[config.mk]
export PLATFORM = sky130hd
export DESIGN_NAME = crc32_serial_ctrl
export DESIGN_NICKNAME = d
export VERILOG_FILES = /design/src/rtl/crc32_serial_pkg.sv /design/src/rtl/crc32_serial_ctrl.sv
export SDC_FILE = /design/constraint.sdc
export NUM_CORES = 1
export LEC_CHECK = 0
export ABC_AREA = 1
export BUFFER_PORTS_ARGS = -buffer_cell sky130_fd_sc_hd__buf_2
export CAP_MARGIN = 20
export CORE_AREA = 2 2 78 65
export DETAILED_ROUTE_END_ITERATION = 12
export DIE_AREA = 0 0 80 67
export PLACE_DENSITY_LB_ADDON = 0.08
export SLEW_MARGIN = 20
export SYNTH_ARGS = -nofsm -noshare
export SYNTH_HDL_FRONTEND = slang
export SYNTH_SLANG_ARGS = --single-unit
export TNS_END_PERCENT = 1
[constraint.sdc]
create_clock -name i_clk -period 4 [get_ports i_clk]
set_clock_uncertainty 0.1 [all_clocks]
set_input_delay 0.4 -clock i_clk [delete_from_list [all_inputs] [get_ports i_clk]]
set_output_delay 0.4 -clock i_clk [all_outputs]
set_load 0.005 [all_outputs]
[src/rtl/crc32_serial_pkg.sv]
// Shared definitions for the bit-serial CRC-32 controller.
//   state_e    : FSM state encoding (IDLE, SHIFT, FLUSH, DONE)
//   CRC32_POLY : default feedback polynomial (the x^32 term is implicit)
//   crc_step   : one-bit LFSR advance of the CRC register
package crc32_serial_pkg;

  localparam logic [31:0] CRC32_POLY = 32'h04C11DB7;

  typedef enum logic [1:0] {
    StIdle,
    StShift,
    StFlush,
    StDone
  } state_e;

  // Shift the next message bit in at the LSB; fold the polynomial back in
  // when the bit leaving the top of the register is set.
  function automatic logic [31:0] crc_step(input logic [31:0] crc, input logic b,
                                           input logic [31:0] poly);
    crc_step = {crc[30:0], b} ^ (crc[31] ? poly : 32'h0);
  endfunction

endpackage

[src/rtl/crc32_serial_ctrl.sv]
// Bit-serial CRC-32 engine with a byte-wide valid/ready input.
// Each accepted byte is folded into the CRC one bit per clock, MSB first.
// After the last byte the register is optionally augmented with 32 zero bits,
// then the result is flagged for one cycle and held in IDLE.
//
// Ports:
//   i_clk        clock, rising edge
//   i_rst_n      asynchronous active-low reset
//   i_data       byte to fold in, sampled on accept (i_valid && o_ready)
//   i_valid      i_data / i_last are valid
//   i_last       current byte ends the frame
//   o_ready      a byte is accepted this cycle if i_valid is high
//   i_abort      synchronous frame abort, overrides everything else
//   o_crc        CRC register contents
//   o_crc_valid  one-cycle pulse when o_crc holds a finished frame CRC
//   o_busy       high whenever the FSM is not idle
module crc32_serial_ctrl
  import crc32_serial_pkg::*;
#(
  parameter logic [31:0] POLYNOMIAL = CRC32_POLY,
  parameter logic [31:0] INIT       = 32'h0,
  parameter bit          AUGMENT    = 1'b1
) (
  input  logic        i_clk,
  input  logic        i_rst_n,
  input  logic [7:0]  i_data,
  input  logic        i_valid,
  input  logic        i_last,
  output logic        o_ready,
  input  logic        i_abort,
  output logic [31:0] o_crc,
  output logic        o_crc_valid,
  output logic        o_busy
);

  state_e      r_state, w_state_next;
  logic [31:0] r_crc, w_crc_next;
  logic [7:0]  r_byte, w_byte_next;
  logic        r_last, w_last_next;
  logic [2:0]  r_bit_cnt, w_bit_cnt_next;
  logic [5:0]  r_flush_cnt, w_flush_cnt_next;

  logic w_bit_is_last;
  logic w_shift_bit;
  logic w_accept;

  assign w_bit_is_last = (r_bit_cnt == 3'd7);
  // Bit-count 0 selects i_data[7], so the byte goes out MSB first.
  assign w_shift_bit   = r_byte[3'd7 - r_bit_cnt];

  // Ready in SHIFT only on the final bit of a non-last byte, so the next byte
  // loads on the same edge that shifts bit 0 of the current one.
  assign o_ready  = (r_state == StIdle) ||
                    ((r_state == StShift) && w_bit_is_last && !r_last);
  assign w_accept = i_valid && o_ready;

  assign o_crc  = r_crc;
  assign o_busy = (r_state != StIdle);

  always_comb begin
    w_state_next     = r_state;
    w_crc_next       = r_crc;
    w_byte_next      = r_byte;
    w_last_next      = r_last;
    w_bit_cnt_next   = r_bit_cnt;
    w_flush_cnt_next = r_flush_cnt;
    o_crc_valid      = 1'b0;

    if (i_abort) begin
      // Drop the frame: CRC is left as-is and any same-cycle accept is lost.
      w_state_next = StIdle;
    end else begin
      unique case (r_state)
        StIdle: begin
          if (w_accept) begin
            w_crc_next       = INIT;
            w_byte_next      = i_data;
            w_last_next      = i_last;
            w_bit_cnt_next   = 3'd0;
            w_flush_cnt_next = 6'd0;
            w_state_next     = StShift;
          end
        end

        StShift: begin
          if (!w_bit_is_last) begin
            w_crc_next     = crc_step(r_crc, w_shift_bit, POLYNOMIAL);
            w_bit_cnt_next = r_bit_cnt + 3'd1;
          end else if (r_last) begin
            w_crc_next       = crc_step(r_crc, w_shift_bit, POLYNOMIAL);
            w_bit_cnt_next   = 3'd0;
            w_flush_cnt_next = 6'd0;
            w_state_next     = AUGMENT ? StFlush : StDone;
          end else if (w_accept) begin
            w_crc_next     = crc_step(r_crc, w_shift_bit, POLYNOMIAL);
            w_byte_next    = i_data;
            w_last_next    = i_last;
            w_bit_cnt_next = 3'd0;
          end
          // Otherwise stall on bit 7 without stepping until the next byte.
        end

        StFlush: begin
          w_crc_next       = crc_step(r_crc, 1'b0, POLYNOMIAL);
          w_flush_cnt_next = r_flush_cnt + 6'd1;
          if (r_flush_cnt == 6'd31) begin
            w_flush_cnt_next = 6'd0;
            w_state_next     = StDone;
          end
        end

        StDone: begin
          o_crc_valid  = 1'b1;
          w_state_next = StIdle;
        end

        default: w_state_next = StIdle;
      endcase
    end
  end

  always_ff @(posedge i_clk or negedge i_rst_n) begin
    if (!i_rst_n) begin
      r_state     <= StIdle;
      r_crc       <= INIT;
      r_byte      <= 8'h00;
      r_last      <= 1'b0;
      r_bit_cnt   <= 3'd0;
      r_flush_cnt <= 6'd0;
    end else begin
      r_state     <= w_state_next;
      r_crc       <= w_crc_next;
      r_byte      <= w_byte_next;
      r_last      <= w_last_next;
      r_bit_cnt   <= w_bit_cnt_next;
      r_flush_cnt <= w_flush_cnt_next;
    end
  end

endmodule

==> impl_results.md <==
* Share of layout cells above drive strength 1 at 0.2045
* Clock-pin slew on the worst setup and hold paths at 90 ps
* Iteration-0 DRC Markers at about 150
* Sequential Power Share at 0.435
* Cell-internal power at roughly 0.92 mW
* Startpoint types: flop
* Synth cell types at 26
* Synth Instances at between 300 and 400
* Via count at 2122
* Synth Register Bits at between 50 and 60
* Part of the power in the clock network at 0.198
* Final ANT Viol Nets at 0
* DP Wirelength at between 3000 and 4000 microns
* DP Area at approximately 0.0029 sq mm
* PD cells at ~510 mW/mm^2
* Post-cts sizing count at 0
* Share of the clock period used by the worst path at 0.5746
* H-tree Lvls at 2
* Setup Viol. Count Final at 0
* WP data arrival at roughly 2400 ps
* Final nets at around 380
* Mean Syn Cell Area at ~8.5 sq um
* Sink Count at 52
* Die width at 80 microns
* Root buffer cell: clkbuf_8
* Starting density of the core at 0.5843
* Row Count at 22
* Non-filler cells, final at between 400 and 500
* Crit. End Element: flop
* Net Sw Frac at 0.3945
* CTS Hold Bufs at 0
* Synth Cell Area at 0.002638 sq mm
* Synth warn at 0
* Total CTS buffers at 5
* CP required at 4130 ps
* Top fanout value on the critical path at 33
* CP cell instances: ha_1 -> ha_1 -> nand2_1 -> o21ai_4 -> a21oi_2 -> buf_4 -> inv_2 -> nand2_1 -> nand2_1
* WL per Instance at between 10 and 15 microns
* Via-to-Cell Ratio at between 5 and 6
* CP Class: flop to flop
* CP max stage cell: dfrtp_1
* Max-slew violations at 0
* DRC errors left at 0
* Number of global-route vias before repair at between 2k and 2.5k
* Post-Route WL at around 5100 microns
* Die area at approximately 0.0054 sq mm
* Worst-case clock buffer depth at 2
* Fmax at 435.1 MHz
* Antenna violations before repair at 0
* Max-Cap Viols at 0
* Relative slew slack at 0.4195
* First-pass GRT wire length at around 9000 microns
* Total GRT Usage at 0.2202
* Power share of the combinational group at 0.367
* Tightest Pin Transition at 869.8 ps
* Seq/Total Area, Yosys at 0.4934
* Crit-path max cell delay at about 460 ps
* Post-layout util at 0.6583
* Syn_nets at 333
* CTS tree: yes
* Gp weighted congestion at between 0.8 and 0.9
* Tmin final at between 2000 and 2500 ps
* Pin count of the biggest net entering global routing at 53
* Status: finished, final reports clean
* Peak supply drop at just under 300 uV
* GRT overflow at 0
* Leak at between 1.5 and 2 nW
* Number of setup buffers added after CTS at 0
* I/O pins at 48
* Placed instance count at 409
* Area delta synth->final at 12.67%
* Setup TNS Final at 0 ps
* CP dominant cell by count: nand2_1
* PortBufs at between 40 and 50
* RSZ-0062 raised after global routing: false
* Net Switching at 0.6006 mW
* DR pass1 iterations at 4
* Clk_lat worst skew at ~300 ps
* HP Class: input pin to async pin
* Cell area after layout at approximately 0.0030 sq mm
* ANT cells at 0
* Core area at 0.004514 sq mm
* Number of hold violations in the final report at 0
* Die height at roughly 67 microns
critical path, delay by kind of cell, from the launching register on:
kind                       cells  cell delay, ps
buffers and inverters          2             650
adders and majority gates      2             400
DFF                            1             460
and+or+nand+nor                3             340
AOI/OAI and AO/OA              2             280
sequential cells by signal, summed over array words and instances (netlist names):
| signal | count |
|---|---|
| r_bit_cnt | 3 |
| r_state | 2 |
| r_last | 1 |
| r_flush_cnt | 6 |
| o_crc | 32 |
| r_byte | 8 |
final timing paths:
kind / from / end / slack (ps) / cells past startpoint
worst max-delay path: r_bit_cnt[1]$_DFFE_PN0P_ / o_crc[11]$_DFFE_PN0P_ / 1700 / 9
worst min-delay path: i_rst_n / r_byte[2]$_DFFE_PN0P_ / 100 / 2
worst max register to register: r_bit_cnt[1]$_DFFE_PN0P_ / o_crc[11]$_DFFE_PN0P_ / 1700 / 9
worst min register to register: o_crc[18]$_DFFE_PN0P_ / o_crc[18]$_DFFE_PN0P_ / 410 / 2
max in group asynchronous: i_rst_n / o_crc[30]$_DFFE_PN0P_ / 3260 / 2
min in group i_clk: i_data[2] / r_byte[2]$_DFFE_PN0P_ / 240 / 3
cells by family after synthesis:
group           Yosys count  share of synthesized area
buf+inv                  43                    0.07495
flops                    52                     0.4934
simple gates            164                     0.2671
fa+ha+maj                 8                    0.03795
xor+xnor                 15                    0.04981
compound gates           30                    0.07686
layout by cell type (no fill, tap or decap), types with 2 or more instances in the layout:
cell / count
a21oi_2: 8
nand4_1: 2
ha_1: 8
xor2_1: 15
buf_2: 47
nand2_1: 95
inv_2: 4
buf_4: 2
clkbuf_8: 6
o21ai_0: 8
clkbuf_1: 2
dfrtp_1: 52
nor2_1: 18
a21oi_1: 7
nor2_2: 2
nand3_1: 44
inv_1: 27
routing by layer:
| metal | vias up | wire [microns] | GRT usage |
|---|---|---|---|
| met5 | - | 0 | 0 |
| met4 | 0 | 69 | 0.06568 |
| met3 | 9 | 239 | 0.04336 |
| met2 | 46 | 2241 | 0.3552 |
| met1 | 981 | 2551 | 0.3021 |
| li1 | 1086 | - | - |
power groups by stage:
| stage | Sequential, mW | Clock [mW] | Combinational [mW] |
|---|---|---|---|
| after floorplan | 0.658 | 0 | 0.459 |
| after global placement | 0.668 | 0 | 0.553 |
| after detailed placement | 0.670 | 0 | 0.559 |
| after CTS | 0.660 | 0.310 | 0.563 |
| after global routing | 0.676 | 0.330 | 0.646 |
| final | 0.662 | 0.301 | 0.559 |
synthesized netlist by cell type, drive strengths merged:
library cell   n  share of area
a31o           1         0.0033
a21boi         1         0.0028
a21oi         15          0.040
inv           31          0.044
o21ai         10          0.023
ha             8          0.038
o22ai          1         0.0024
nand4          3          0.013
xor2          15          0.050
a31oi          1         0.0024
buf           12          0.031
nand3b         1         0.0028
dfrtp         52           0.49
a211oi         1         0.0028
nand3         44          0.083
nand2         96           0.14
nor2          20          0.030
per-stage QoR:
step           setup WS [ps]  power, mW  hold WS (ps)
4_1_cts                 1717      1.533         127.6
3_5_place_dp            1731      1.229         395.0
5_1_grt                 1490      1.651         162.4
2_1_floorplan           2211      1.116         4.409
3_3_place_gp            1787      1.220         384.1
6_report                1702      1.523         103.4
area by class of cell:
type                    instances  area (sq um)
fillers                       407          1543
multi-input cells             217          1139
flip-flops and latches         52          1301
repair buffers                 49         250.2
clock buffers                   8         90.09
well taps                      60         75.07
inverters                      31         116.4
Note: power is estimated with default switching activity, not from simulation.
